File: src/rtl/fwnoc_egress_arb_if.sv
// rtl/fwnoc_egress_arb_if.sv - requester and egress flit channels of one egress arbiter
interface fwnoc_egress_arb_if #(
  parameter int N_PORTS = 5,
  parameter int DAT_W   = 32
);
  logic [N_PORTS-1:0]       i_valid;
  logic [N_PORTS-1:0]       i_ready;
  logic [N_PORTS*DAT_W-1:0] i_dat;
  logic                     e_valid;
  logic                     e_ready;
  logic [DAT_W-1:0]         e_dat;

  modport slave (
    input  i_valid, i_dat, e_ready,
    output i_ready, e_valid, e_dat
  );

  modport master (
    output i_valid, i_dat, e_ready,
    input  i_ready, e_valid, e_dat
  );
endinterface

File: src/rtl/fwnoc_egress_arb.sv
// rtl/fwnoc_egress_arb.sv - wormhole round-robin arbiter for one router egress port
module fwnoc_egress_arb #(
  parameter int N_PORTS = 5,
  parameter int DAT_W   = 32,
  parameter int LEN_LSB = 0,
  parameter int LEN_W   = 8,
  localparam int OWN_W  = (N_PORTS > 1) ? $clog2(N_PORTS) : 1
) (
  input  logic               clock,
  input  logic               reset,
  fwnoc_egress_arb_if.slave  bus,
  output logic               busy,
  output logic [OWN_W-1:0]   owner
);

  typedef enum logic {IDLE, LOCK} state_t;

  state_t           state, state_n;
  logic [OWN_W-1:0] rr_ptr, rr_n;
  logic [OWN_W-1:0] owner_n;
  logic [LEN_W-1:0] remaining, remaining_n;

  logic [OWN_W-1:0] gnt;
  logic             gnt_found;
  logic [OWN_W-1:0] sel;
  logic             active;
  logic             hs;
  logic [DAT_W-1:0] flit;
  logic [LEN_W-1:0] hdr_len;

  function automatic logic [OWN_W-1:0] wrap_add(input logic [OWN_W-1:0] base, input int off);
    int s;
    s = int'(base) + off;
    if (s >= N_PORTS) s = s - N_PORTS;
    return OWN_W'(s);
  endfunction

  // Round-robin search starting at rr_ptr; the first requester found wins.
  always_comb begin
    gnt       = '0;
    gnt_found = 1'b0;
    for (int i = 0; i < N_PORTS; i++) begin
      if (!gnt_found && bus.i_valid[wrap_add(rr_ptr, i)]) begin
        gnt_found = 1'b1;
        gnt       = wrap_add(rr_ptr, i);
      end
    end
  end

  // Outputs are forced quiet while reset is held, even with requests pending.
  always_comb begin
    sel         = (state == LOCK) ? owner : gnt;
    active      = !reset && ((state == LOCK) || gnt_found);
    flit        = bus.i_dat[int'(sel)*DAT_W +: DAT_W];
    bus.e_valid = active && bus.i_valid[sel];
    bus.e_dat   = active ? flit : '0;
    bus.i_ready = '0;
    if (active) bus.i_ready[sel] = bus.e_ready;
    hs          = bus.e_valid && bus.e_ready;
    hdr_len     = flit[LEN_LSB +: LEN_W];
  end

  always_comb begin
    state_n     = state;
    rr_n        = rr_ptr;
    owner_n     = owner;
    remaining_n = remaining;
    case (state)
      IDLE: begin
        if (hs) begin
          owner_n = gnt;
          if (hdr_len == '0) begin
            rr_n = wrap_add(gnt, 1);
          end else begin
            state_n     = LOCK;
            remaining_n = hdr_len;
          end
        end
      end
      LOCK: begin
        if (hs) begin
          if (remaining == LEN_W'(1)) begin
            state_n     = IDLE;
            remaining_n = '0;
            rr_n        = wrap_add(owner, 1);
          end else begin
            remaining_n = remaining - LEN_W'(1);
          end
        end
      end
      default: state_n = IDLE;
    endcase
  end

  always_ff @(posedge clock or posedge reset) begin
    if (reset) begin
      state     <= IDLE;
      rr_ptr    <= '0;
      remaining <= '0;
      owner     <= '0;
    end else begin
      state     <= state_n;
      rr_ptr    <= rr_n;
      remaining <= remaining_n;
      owner     <= owner_n;
    end
  end

  assign busy = (state == LOCK);

endmodule
File: src/flat_wrapper.sv
// flat-port wrapper written by rule: the top's interface ports become plain ports
module fwnoc_egress_arb_flat 
#(
  parameter int N_PORTS = 5,
  parameter int DAT_W   = 32,
  parameter int LEN_LSB = 0,
  parameter int LEN_W   = 8,
  localparam int OWN_W  = (N_PORTS > 1) ? $clog2(N_PORTS) : 1
)
  (clock, reset, busy, owner, bus_i_valid, bus_i_dat, bus_e_ready, bus_i_ready, bus_e_valid, bus_e_dat);
  fwnoc_egress_arb_if #(.N_PORTS(N_PORTS), .DAT_W(DAT_W)) bus_i ();
  input  logic clock;
  input  logic reset;
  output logic busy;
  output logic [OWN_W-1:0] owner;
  input wire logic [$bits(bus_i.i_valid)-1:0] bus_i_valid;
  input wire logic [$bits(bus_i.i_dat)-1:0] bus_i_dat;
  input wire logic [$bits(bus_i.e_ready)-1:0] bus_e_ready;
  output wire logic [$bits(bus_i.i_ready)-1:0] bus_i_ready;
  output wire logic [$bits(bus_i.e_valid)-1:0] bus_e_valid;
  output wire logic [$bits(bus_i.e_dat)-1:0] bus_e_dat;
  assign bus_i.i_valid = bus_i_valid;
  assign bus_i.i_dat = bus_i_dat;
  assign bus_i.e_ready = bus_e_ready;
  assign bus_i_ready = bus_i.i_ready;
  assign bus_e_valid = bus_i.e_valid;
  assign bus_e_dat = bus_i.e_dat;
  fwnoc_egress_arb #(.N_PORTS(N_PORTS), .DAT_W(DAT_W), .LEN_LSB(LEN_LSB), .LEN_W(LEN_W)) u_core (.clock(clock), .reset(reset), .bus(bus_i), .busy(busy), .owner(owner));
endmodule
File: config.mk
export PLATFORM = sky130hd
export DESIGN_NAME = fwnoc_egress_arb_flat
export DESIGN_NICKNAME = d
export VERILOG_FILES = /design/src/rtl/fwnoc_egress_arb_if.sv /design/src/rtl/fwnoc_egress_arb.sv /design/src/flat_wrapper.sv
export SDC_FILE = /design/constraint.sdc
export NUM_CORES = 1
export LEC_CHECK = 0
export ABC_AREA = 1
export CORE_AREA = 2 2 96 98
export DETAILED_ROUTE_END_ITERATION = 8
export DIE_AREA = 0 0 98 100
export PLACE_DENSITY = 0.95
export SYNTH_ARGS = -nofsm -noshare
export SYNTH_HDL_FRONTEND = slang
export SYNTH_SLANG_ARGS = --single-unit
File: constraint.sdc
create_clock -name clock -period 9.2 [get_ports clock]
set_input_delay 1.38 -clock clock [delete_from_list [all_inputs] [get_ports clock]]
set_output_delay 1.38 -clock clock [all_outputs]
set_load 0.03 [all_outputs]
==> results of run 1 <==
[routing by layer]
metal	wire (um)	global-route usage [%]
met3	1400	5.29
met5	0	0
met1	6460	40.2
met2	7750	51.5
met4	444	8.97
[critical path, cell delays in order, from the launching register on]
cell and delay [ps]:
dfrtp_1 710, inv_2 230, ha_1 250, inv_1 80
fa_1 420, o21ai_0 340, inv_1 120, nand4_1 90
nand2_1 160, inv_2 100, nand4_2 130, nand3_1 120
nand2_1 50, nand2_1 60, nand2_2 70, nand2_2 70
nand2_2 340, nand2_2 840, o22ai_1 180, a211o_1 310
a21oi_1 180, clkdlybuf4s50_1 710
[layout make-up]
type | instances | area [um^2] | share of cell area (%)
clock buffers | 4 | 45.0 | 0.773
inverters | 67 | 253 | 4.33
multi-input cells | 550 | 2920 | 50.1
flip-flops and latches | 15 | 375 | 6.44
well taps | 111 | 139 | 2.38
repair buffers | 210 | 2100 | 36.0
[how the worst max path moves through the flow]
stage	start	cells after the start	slack, ps	end
2_1_floorplan	u_core.rr_ptr[0]	23	4130	bus_e_dat[18]
4_1_cts	u_core.rr_ptr[0]	21	1990	bus_e_dat[15]
5_1_grt	u_core.rr_ptr[0]	26	1510	bus_e_dat[16]
6_report	u_core.rr_ptr[0]	21	1970	bus_e_dat[15]
3_3_place_gp	bus_i_valid[1]	20	2210	bus_e_dat[15]
3_5_place_dp	bus_i_valid[4]	19	2190	bus_e_dat[16]
[power groups by stage]
stage	Clock, mW	Sequential (mW)	Combinational, mW
2_1_floorplan	0	0.141	1.68
3_3_place_gp	0	0.143	2.25
3_5_place_dp	0	0.143	2.27
4_1_cts	0.0536	0.143	2.29
5_1_grt	0.0563	0.150	2.52
6_report	0.0541	0.144	2.32
[kinds of logic after synthesis]
family                   Yosys count  synth area share [%]
AND/OR/NAND/NOR                  374                  47.0
buffers and inverters             99                  11.2
XOR/XNOR                           7                  2.06
adder cells (fa/ha/maj)           13                  4.59
AO/OA/AOI/OAI                    156                  25.0
flip-flops                        15                  10.1
[layout by cell type, fill, tap and decap left out, drive strengths merged]
| master | count |
|---|---|
| a211o | 13 |
| a21boi | 1 |
| a21oi | 54 |
| a32o | 1 |
| and2 | 1 |
| buf | 1 |
| clkbuf | 4 |
| clkdlybuf4s50 | 209 |
| clkinv | 2 |
| dfrtp | 15 |
| fa | 1 |
| ha | 12 |
| inv | 65 |
| nand2 | 217 |
| nand3 | 86 |
| nand3b | 1 |
| nand4 | 16 |
| nor2 | 48 |
| nor3 | 4 |
| nor3b | 1 |
| o211ai | 2 |
| o21ai | 31 |
| o22ai | 54 |
| xnor2 | 2 |
| xor2 | 5 |
[sequential cells by signal, indices dropped and copies added (netlist names)]
| name | flops |
|---|---|
| u_core.rr_ptr | 3 |
| u_core.owner | 3 |
| u_core.remaining | 8 |
| u_core.busy | 1 |
[metrics by stage]
step                setup slack (ps)  std cells
floorplan                       4130        664
global route                    1510        957
detailed placement              2190        953
global placement                2210        953
CTS                             1990        957
finish                          1970        957
==> impl_metrics.toml, run 1 <==
[cts]
cts-root-buf = "clkbuf_8"
cts-resized-gates = 0
cts_sinks = 15
clock_tree.buffer_depth = 2
clkSlewWorstSetupHoldPaths_ps = 50
clkLatencyLatePin_ps = 250
h-tree-depth = 1
hold_buffers = 0
postCtsSetupBuffers = 0
cts_tree = "built"
cts_buffers = 3

[sta]
setup_viol = 0
hold_viol = 0
fmax_mhz = 138
rsz0062_at_grt = "false"
slew_headroom_pct = 29.8
fin_setup_tns_ps = 0
slew_viol_final = 0
tightest_slew_ps = 1050
fin_crit_sh_pct = 78.6
timing.hold.ws_ps = 540
min_period_ps = 7230
fin_skew_ps = 9.95

[run_status]
status = "completed"

[critical_path]
crit_path_end_kind = "primary output"
worst_r2r_endpoint = "u_core.rr_ptr[0]"
critical_path_required_ps = 7820
cp.arrival_ps = 5850
rr_startpoint = "u_core.rr_ptr[0]"
cp_max_fo = 52
reg2regPathDepth = 26
critPathLaunchType = "flip-flop"
path_class = "reg2out"
rrSetupSlack_ps = 3790

[finish]
nFillCells = 784
synthToLayoutAreaGrowth_pct = 57.1
diodes = 0
design_area_um2 = 5830
layout-drive-gt1-share_pct = 7.45
fin_nets = 1028
utilization_pct = 65.6

[synthesis]
synth_area_leaders = "nand2_1 (20%), nand3_1 (11%), dfrtp_1 (10%), o22ai_1 (9.1%), a21oi_1 (7.0%)"
async_flop_share_pct = 100
synth_most_common_cell = "nand2_1"
synth_top_cell_area_share_pct = 20.0
avgSynthCellArea_um2 = 5.59
yosysWarningCount = 0
synth_nets = 845
yosysSeqAreaShare_pct = 10.1
synth_cells = 664
ys_ff_latch = 15
synth.cells.most_frequent = "nand2_1 (198), nand3_1 (78), o22ai_1 (54), a21oi_1 (52), inv_1 (52)"
synth-edff-count = 0
synth_area_um2 = 3710
ys.flop_type = "dfrtp_1"
yosys.area.top_type = "nand2_1"
synth_cell_types = 41

[floorplanning]
initial_utilization_pct = 41.7
die-width_um = 98
rows = 35
core-area_um2 = 8890
fp.dieH_um = 100
top_level_ports = 210
die_area_um2 = 9800

[placement]
port_buffers = 209
placed_area_um2 = 5790
place_congestion = 1.03
hpwl_mm = 12.7

[grt]
antenna_found_initial = 0
grt_pass1_wl_mm = 24.5
grt_max_degree = 53
grt_util_all_layers_pct = 30.5
grt_overflow = 0
grt_pass1_vias = 4846

[power]
power_switching_share_pct = 63.7
power_density_nw_per_um2 = 431
clockPowerShare_pct = 2.2
total_power_mw = 2.51
vdd_drop_max_mv = 0.231
p_int_mw = 0.913
p_leak_nw = 2.67
power_switching_mw = 1.60
seqPwrFrac_pct = 5.7
p_comb_share_pct = 92.1

[worst_hold_path]
hp-start = "u_core.remaining[1]"
hp-class = "reg2reg"
min_to = "u_core.remaining[1]"
hold_depth = 2

[routing]
dr.pass1.iters = 6
drt_first_iter_violations = 476
drc_errors = 0
vias_per_cell = 5.59
post_drt_wl_per_cell_um = 16.8
ant_nets = 0
num_vias = 5354
routed_wl_mm = 16.0

[job]
maxCapViolCount = 0
Note: power is estimated with default switching activity, not from simulation.
==> run 2, diff against run 1 <==
--- a/config.mk
+++ b/config.mk
@@ -6,10 +6,10 @@
 export NUM_CORES = 1
 export LEC_CHECK = 0
 export ABC_AREA = 1
-export CORE_AREA = 2 2 96 98
+export CORE_AREA = 2 2 105 107
 export DETAILED_ROUTE_END_ITERATION = 8
-export DIE_AREA = 0 0 98 100
-export PLACE_DENSITY = 0.95
+export DIE_AREA = 0 0 107 109
+export PLACE_DENSITY = 0.87
 export SYNTH_ARGS = -nofsm -noshare
 export SYNTH_HDL_FRONTEND = slang
 export SYNTH_SLANG_ARGS = --single-unit
==> constraint.sdc (replaced) <==
create_clock -name clock -period 6.6 [get_ports clock]
set_input_delay 0.99 -clock clock [delete_from_list [all_inputs] [get_ports clock]]
set_output_delay 0.99 -clock clock [all_outputs]
set_load 0.03 [all_outputs]
==> run 2 against run 1 <==
- die area up 19%
- power up 43%
- final cell count up 4.3%
- critical endpoint is now bus_e_dat[26]
- largest cell class unchanged
- largest power group unchanged
- highest routed layer unchanged
==> impl_metrics.toml, run 2 (synthesis gave the netlist of run 1 again) <==
[grt]
grt_busiest_layer = "met2"
antenna_found_initial = 1
grt_max_degree = 51
grt_overflow = 0
grt_util_met3_pct = 3.65
grt_pass1_vias = 5049
grt_pass1_wl_mm = 24.6
grt_util_all_layers_pct = 26.3
grt_util_met1_pct = 33.2
grtUsageMet2_pct = 45.8

[placement]
hpwl_mm = 12.9
port_buffers = 209
placed_area_um2 = 5930
place_congestion = 0.980
placedCellCount = 993

[cts]
clock_tree.buffer_depth = 2
cts-resized-gates = 0
hold_buffers = 0
cts_buffers = 3
clkLatencyLatePin_ps = 250
cts_tree = "built"
clkSlewWorstSetupHoldPaths_ps = 60
cts-root-buf = "clkbuf_8"
postCtsSetupBuffers = 0
cts_sinks = 15
h-tree-depth = 1

[critical_path]
rr_startpoint = "u_core.rr_ptr[1]"
worstSetupStartpoint = "u_core.rr_ptr[1]"
cp_max_fo = 48
crit_buf_inv = 3
critPathLaunchType = "flip-flop"
cp_top_family = "simple AND/OR/NAND/NOR gates"
crit_path_end_kind = "primary output"
path_class = "reg2out"
path_cells = "inv_1, ha_1, ha_1, nand2_1, nand2_2, nand2_1, nand2_1, nand2_1, nand3_1, nand3_1, nand2_1, nand4_2, nand3_1, nand2_1, nand2_1, nand2_2, nand2_2, nand2_2, nand2_2, buf_12, o22ai_1, a211o_1, a21oi_1, clkdlybuf4s50_1"
cp_common_cell = "nand2_1"
critical_path.slowest_cell = "clkdlybuf4s50_1"
cp.arrival_ps = 5000
critical_path_required_ps = 5610
slowest_delay_ps = 710

[floorplanning]
rows = 38
fp.dieH_um = 109
top_level_ports = 210
die-width_um = 107
core-area_um2 = 10600
die_area_um2 = 11700
initial_utilization_pct = 35.0

[routing]
vias_per_cell = 5.31
ant_nets = 0
dr.pass1.iters = 5
routed_wl_mm = 15.9
post_drt_wl_per_cell_um = 15.9
num_vias = 5300
drc_errors = 0
drt_first_iter_violations = 345

[run_status]
status = "completed"

[sta]
slew_viol_final = 0
min_period_ps = 5990
fin_skew_ps = 1.10
rsz0062_at_grt = "false"
fin_setup_tns_ps = 0
slew_headroom_pct = 57.8
fin_crit_sh_pct = 90.7
fmax_mhz = 167
tightest_slew_ps = 633
setup_viol = 0
hold_viol = 0

[finish]
fin_cells = 998
final_cell_mix = "clkdlybuf4s50_1 (209), nand2_1 (197), nand3_1 (78)"
fin_nets = 1039
top_register = "u_core.remaining"
utilization_pct = 56.4
mostFrequentLayoutCell = "clkdlybuf4s50_1"
reg_top3 = "u_core.remaining x8, u_core.owner x3, u_core.rr_ptr x3"
layout-drive-gt1-share_pct = 8.87
design_area_um2 = 5980
synthToLayoutAreaGrowth_pct = 61.2
largest_reg_flops = 8

[power]
p_leak_nw = 2.74
power_density_nw_per_um2 = 600
total_power_mw = 3.59
vdd_drop_max_mv = 0.299

[worst_hold_path]
hp-start = "u_core.remaining[0]"
hp-class = "reg2reg"

[job]
maxCapViolCount = 0
run 2: cell count changes in the layout (fill, tap and decap cells not counted), sizes merged:
| cell | change |
|---|---|
| clkbuf | -1 |
| clkinvlp | +1 |
| diode | +1 |
| buf | +11 |
run 2: through the flow:
step	setup slack (ps)	hold WS [ps]
6_report	614	543
5_1_grt	228	569
4_1_cts	618	540
3_5_place_dp	934	525
3_3_place_gp	878	500
2_1_floorplan	1920	464
run 2: cell type report:
class | count | area, um^2
Inverter | 67 | 253
Multi-Input combinational cell | 550 | 2920
Fill cell | 1038 | 4620
Clock buffer | 3 | 41.3
Timing Repair Buffer | 221 | 2210
Sequential cell | 15 | 375
Tap cell | 140 | 175
Antenna cell | 1 | 2.50
Clock inverter | 1 | 7.51
run 2: routing by layer:
layer | routed length (um) | part of all wire, %
met1 | 6500 | 41
met2 | 7720 | 49
met3 | 1130 | 7.1
met4 | 540 | 3.4
met5 | 0 | 0
run 2: final timing paths:
path / slack (ps) / endpoint / cells after the start
max: 610 / bus_e_dat[26] / 24
max in group asynchronous: 5360 / u_core.remaining[5] / 3
min in group asynchronous: 1060 / u_core.remaining[4] / 3
max reg2reg: 1930 / u_core.remaining[1] / 29
min reg2reg: 540 / u_core.remaining[0] / 2
min: 540 / u_core.remaining[0] / 2
run 2: where the power goes:
group          switching [mW]  total (mW)  leakage, nW  internal, mW
registers              0.0598       0.191        0.186         0.131
clock network          0.0355      0.0781       0.0217        0.0425
logic                    2.15        3.32         2.53          1.17
run 2: worst reg2reg max path, delay by kind of cell, from the launching register on:
family | cells | cell delay, ps
fa+ha+maj | 2 | 640
buf+inv | 4 | 730
flops | 1 | 540
simple gates | 23 | 2630
